### src/rtl/fetch_ctrl.sv
// ----------------------------------------------------------------------------
// fetch_ctrl
//   Fetch sequencer sitting directly upstream of the PC register. It fetches
//   the instruction at pc from a variable-latency instruction memory (req/ack),
//   presents it to decode/execute for one or more cycles, and computes the next
//   PC (sequential, branch or jump). Any fetch timeout or misaligned target
//   parks the sequencer in a sticky error state that only reset clears.
//
// Ports
//   clk            system clock, all state on rising edge
//   reset          asynchronous, active-high
//   pc             current PC from the PC register
//   pc_bar         next PC to the PC register (combinational)
//   imem_req       fetch request, level, held until imem_ack
//   imem_addr      fetch address (= pc)
//   imem_ack       one-cycle pulse, imem_rdata valid
//   imem_rdata     instruction word from memory
//   instr          registered instruction to decode
//   instr_valid    instr valid / execute window
//   stall          downstream not ready to retire instr
//   branch_taken   redirect to branch_target (EXEC, no stall)
//   branch_target  branch destination
//   jump           redirect to jump_target, priority over branch
//   jump_target    jump destination
//   fetch_err      sticky error flag
// ----------------------------------------------------------------------------
module fetch_ctrl #(
    parameter int N       = 32,
    parameter int TIMEOUT = 16
) (
    input  logic         clk,
    input  logic         reset,
    input  logic [N-1:0] pc,
    output logic [N-1:0] pc_bar,
    output logic         imem_req,
    output logic [N-1:0] imem_addr,
    input  logic         imem_ack,
    input  logic [31:0]  imem_rdata,
    output logic [31:0]  instr,
    output logic         instr_valid,
    input  logic         stall,
    input  logic         branch_taken,
    input  logic [N-1:0] branch_target,
    input  logic         jump,
    input  logic [N-1:0] jump_target,
    output logic         fetch_err
);

    localparam int            CW   = $clog2(TIMEOUT) + 1;
    localparam logic [CW-1:0] LAST = CW'(TIMEOUT - 1);

    typedef enum logic [1:0] {
        S_REQ,
        S_EXEC,
        S_ERR
    } state_t;

    state_t         state, state_nxt;
    logic [CW-1:0]  count, count_nxt;
    logic [31:0]    instr_nxt;
    logic           valid_nxt;
    logic           err_nxt;
    logic [N-1:0]   target;

    // Candidate next PC; only used when leaving EXEC without a stall.
    // pc + 4 wraps naturally at the top of the address space.
    assign target    = jump         ? jump_target   :
                       branch_taken ? branch_target :
                                      pc + N'(4);

    assign imem_addr = pc;

    // NOTE: sequential state uses non-blocking assignments so every register
    // samples the pre-edge values, independent of statement order.
    always_ff @(posedge clk or posedge reset) begin
        if (reset) begin
            state       <= S_REQ;
            count       <= '0;
            instr       <= '0;
            instr_valid <= 1'b0;
            fetch_err   <= 1'b0;
        end else begin
            state       <= state_nxt;
            count       <= count_nxt;
            instr       <= instr_nxt;
            instr_valid <= valid_nxt;
            fetch_err   <= err_nxt;
        end
    end

    always_comb begin
        // NOTE: every combinational output gets a default first, so no path
        // through the case leaves a signal unassigned and no latch is inferred.
        state_nxt = state;
        count_nxt = count;
        instr_nxt = instr;
        valid_nxt = instr_valid;
        err_nxt   = fetch_err;
        pc_bar    = pc;
        imem_req  = 1'b0;

        case (state)
            S_REQ: begin
                // The state register already reads REQ during reset, so the
                // request is gated to stay low until reset is released and
                // to drop immediately when reset hits mid-fetch.
                imem_req  = !reset;
                count_nxt = count + CW'(1);
                if (imem_ack) begin
                    // An ack in the final allowed cycle still wins.
                    instr_nxt = imem_rdata;
                    valid_nxt = 1'b1;
                    count_nxt = '0;
                    state_nxt = S_EXEC;
                end else if (count >= LAST) begin
                    err_nxt   = 1'b1;
                    state_nxt = S_ERR;
                end
            end

            S_EXEC: begin
                if (!stall) begin
                    if (target[1:0] != 2'b00) begin
                        valid_nxt = 1'b0;
                        err_nxt   = 1'b1;
                        state_nxt = S_ERR;
                    end else begin
                        // PC register loads target on this same edge.
                        pc_bar    = target;
                        valid_nxt = 1'b0;
                        count_nxt = '0;
                        state_nxt = S_REQ;
                    end
                end
            end

            S_ERR: begin
                valid_nxt = 1'b0;
                err_nxt   = 1'b1;
            end

            default: begin
                valid_nxt = 1'b0;
                err_nxt   = 1'b1;
                state_nxt = S_ERR;
            end
        endcase
    end

endmodule

### config.mk
export PLATFORM = sky130hd
export DESIGN_NAME = fetch_ctrl
export DESIGN_NICKNAME = d
export VERILOG_FILES = /design/src/rtl/fetch_ctrl.sv
export SDC_FILE = /design/constraint.sdc
export NUM_CORES = 1
export LEC_CHECK = 0
export ABC_CLOCK_PERIOD_IN_PS = 4500
export CORE_ASPECT_RATIO = 2
export CORE_UTILIZATION = 37
export CTS_CLUSTER_SIZE = 25
export DETAILED_ROUTE_END_ITERATION = 8
export MAX_ROUTING_LAYER = met4
export PLACE_DENSITY_LB_ADDON = 0.08
export REMOVE_ABC_BUFFERS = 1
export SLEW_MARGIN = 5
export SYNTH_ARGS = -nofsm -noshare
export SYNTH_HDL_FRONTEND = slang
export SYNTH_SLANG_ARGS = --single-unit
### constraint.sdc
create_clock -name clk -period 4.5 [get_ports clk]
set_input_delay 1.35 -clock clk [delete_from_list [all_inputs] [get_ports clk]]
set_output_delay 1.35 -clock clk [all_outputs]
set_load 0.005 [all_outputs]
==> impl_results.md <==
* Status: finished with violations
* Failing checks: design-rule violations
* Hold buffers post-CTS at 0
* Leakage Power at around 2.9 nW
* Initial Util at 37.83%
* Ports at about 230
* Most frequent cells in the layout: 171 x clkdlybuf4s50_1, 85 x buf_4, 41 x dfrtp_1, 41 x dlygate4sd2_1, 37 x a21oi_1
* Post-synthesis adder-cell area fraction at under 10%
* Max transition margin at between 70% and 80%
* Worst hold path cell count at 1
* Max FO, Critical Path at 12
* Detailed Route Iter0 Violations at 253
* Worst skew pair latency at ~0.28 ns
* Distinct cell type count after synthesis at 61
* Worst reg2reg path depth at 6
* Site row count at 50
* Detailed-route wire length at about 15 mm
* Routability cong. at between 0.9 and 1
* Setup TNS at 0 ns
* CTS tree: built
* TritonCTS Sinks at between 40 and 50
* Ant. Diodes at 0
* Post-route DRC violation count at 17
* Complex-gate fraction of the synthesized area at 23.70%
* Data arrival, critical path at between 3 and 4 ns
* Crit Reg-Reg Startpoint: count[0]$_DFFE_PP0P_
* Via count at approximately 4600
* Fmax at between 0.2 and 0.25 GHz
* Post-synthesis mux area share at approximately 11%
* Total die area at between 9000 and 10000 µm²
* Hold Crit Start: instr[12]$_DFFE_PP0P_
* Power Density at approximately 280 nW/µm²
* Final Total Pwr at between 1.5 and 2 mW
* Final min period at between 4 and 5 ns
* Xor/xnor share of the synthesized area at under 10%
* RSZ-0062 raised after global routing: true
* Post-route antenna net violation count at 0
* Vias in the first global route at around 4800
* Worst slew pin tran at around 0.45 ns
* Core area at ~9300 µm²
* Crit end category: output pin
* IO buf count at ~230
* Largest net degree at the start of global routing at 38
* Vias per cell at approximately 5.6
* Async set or reset register ratio after synthesis at between 90% and 100%
* First-pass GRT wire length at ~23 mm
* Final Setup Violations at 0
* Wire length per cell at roughly 18 µm
* Final Skew at between 0.005 and 0.006 ns
* CTS Buf Count at 5
* Reg2reg setup slack at roughly 2.6 ns
* Largest family of logic cells by synthesized area: compound AO/OA/AOI/OAI gates
* Setup Crit Path Kind: input pin to output pin
* Initial antenna violation count at 0
* Nets at 843
* Hold endpoint: instr[12]$_DFFE_PP0P_
* Number of fillers in the final layout at between 700 and 800
* Reg clk slew, reported paths at about 0.060 ns
* Area growth, synth to finish at 93.47%
* Startpoint Class: input pin
* Tcrit/Tclk final at between 90% and 100%
* Sequential share of the synthesized area at about 29%
* GRT Residual Overflow at 0
* Required time worst endpoint at between 3 and 4 ns
* Yosys reg bits at between 40 and 50
* Hold Path Class: flip-flop to flip-flop
* Syn Area/Cell at 8.375 µm²
* Maximum vdd drop at 0.0001941 V
* Mapped Cells at 421
* Commonest non-fill, non-tap cell in the layout: clkdlybuf4s50_1
* Gr usage total at about 31%
* Post-DP HPWL at between 10 and 15 mm
* # H-tree levels at 2
* Root buf cell: clkbuf_16
* Pre-antenna DRT Iters at 7
* Chip height at 140.1 µm
* Simple-gate area share of the yosys netlist at roughly a fifth
* Clock Path Buffers at 2
* Reg2reg end: fetch_err$_DFFE_PP0P_
* Final hold vios at 0
* Max Cap Viol at 0
* Top_reg_cell synth: dfrtp_1
* Die Wd at between 70 and 80 µm
* Max-slew violations at 0
* Synth warn at 0
* Number of flops mapped to enable cells by yosys at 0
* Synthesized area at 3526 µm²
* Layout cells sized above 1 at 28.05%
==> power by group <==
group	switching (mW)	internal (mW)
sequential	0.0897	0.533
combinational	0.290	0.593
clock	0.135	0.257
==> through the flow <==
step / instances / setup WS, ns / util [%] / hold WS, ns / cell area [µm²]
finish: 810 / 0.02249 / 73.18 / 0.5020 / 6822
global route: 810 / -0.01028 / 73.18 / 0.5163 / 6822
CTS: 809 / 0.001602 / 72.98 / 0.5079 / 6803
detailed placement: 779 / -0.6047 / 67.01 / 0.4948 / 6246
global placement: 779 / -0.5660 / 67.01 / 0.4808 / 6246
floorplan: 361 / -0.2521 / - / 0.4583 / 3136
==> flip-flops by register name, summed over array words and instances (netlist names) <==
signal / cells
instr: 32
instr_valid: 1
count: 5
fetch_err: 1
state: 2
==> critical path, stage by stage <==
cell and delay (ns):
dlygate4sd2_1 0.31, inv_1 0.11, or3_4 0.41, a21oi_4 0.18
buf_4 0.17, buf_16 0.14, a21oi_1 0.06, a21oi_1 0.11
dlygate4sd2_1 0.26
==> final cells by class <==
class                           count  area, µm²  area share, %
Sequential cell                    41       1026          15.04
Tap cell                          104      130.1          1.908
Clock buffer                        5      125.1          1.834
Inverter                            8      30.03         0.4402
Multi-Input combinational cell    314       2311          33.88
Timing Repair Buffer              336       3164          46.39
Clock inverter                      2      35.03         0.5136
==> timing repair <==
action	CTS	global route
endpoints found under the setup margin	32	17
gates cloned	5	0
pin swaps	28	7
buffers inserted	18	1
resized for setup	147	16
==> logic make-up (layout without fill, tap and decap cells) <==
group                      Yosys count  after routing
and+or+nand+nor                    134            136
muxes                               36             36
buffers and inverters               68            351
xor gates and xnor gates            10             10
DFF                                 41             41
AOI/OAI and AO/OA                  129            129
adders and majority gates            3              3
==> worst max-delay path by stage <==
stage	startpoint	cells past startpoint	slack [ns]	endpoint
after floorplan	jump	5	-0.25	pc_bar[22]
after global placement	pc[5]	8	-0.57	pc_bar[27]
final	jump	9	0.02	pc_bar[19]
after global routing	jump_target[0]	8	-0.01	pc_bar[19]
after detailed placement	branch_taken	9	-0.60	pc_bar[22]
after CTS	pc[22]	8	0.002	pc_bar[25]
==> cells in the mapped netlist, drive strengths merged (2+ instances only) <==
| master | number | area share (%) |
|---|---|---|
| nor2 | 26 | 2.8 |
| o31ai | 5 | 1.1 |
| or4 | 4 | 0.96 |
| mux2i | 4 | 1.1 |
| inv | 8 | 0.85 |
| nor3b | 2 | 0.43 |
| o211ai | 11 | 2.5 |
| o21a | 8 | 1.7 |
| and3 | 10 | 1.8 |
| nor2b | 2 | 0.35 |
| buf | 49 | 9.9 |
| ha | 3 | 1.1 |
| or3 | 5 | 1.0 |
| a221oi | 2 | 0.50 |
| a31oi | 8 | 1.4 |
| and2 | 9 | 1.6 |
| o311ai | 4 | 0.99 |
| o22ai | 6 | 1.1 |
| clkbuf | 11 | 1.2 |
| and4 | 3 | 0.78 |
| nor4 | 3 | 0.53 |
| nand2b | 3 | 0.53 |
| a21oi | 38 | 5.5 |
| nand3 | 11 | 1.6 |
| a311oi | 2 | 0.50 |
| dfrtp | 41 | 29 |
| o21ai | 26 | 3.7 |
| nor3 | 10 | 1.4 |
| a22o | 3 | 0.75 |
| nand2 | 33 | 3.5 |
| a41o | 3 | 0.85 |
| mux2 | 32 | 10 |
| a22oi | 2 | 0.43 |
| or2 | 2 | 0.35 |
| xnor2 | 9 | 2.2 |
| nand4 | 10 | 2.6 |
==> per-layer routing <==
layer / share of wire [%] / vias up / GRT usage (%)
li1: - / 2116 / -
met4: 6.7 / 0 / 21.89
met5: 0 / - / -
met2: 54 / 261 / 56.93
met1: 33 / 2112 / 28.75
met3: 6.7 / 70 / 4.245
No activity file was read; power rests on OpenSTA's default activity.
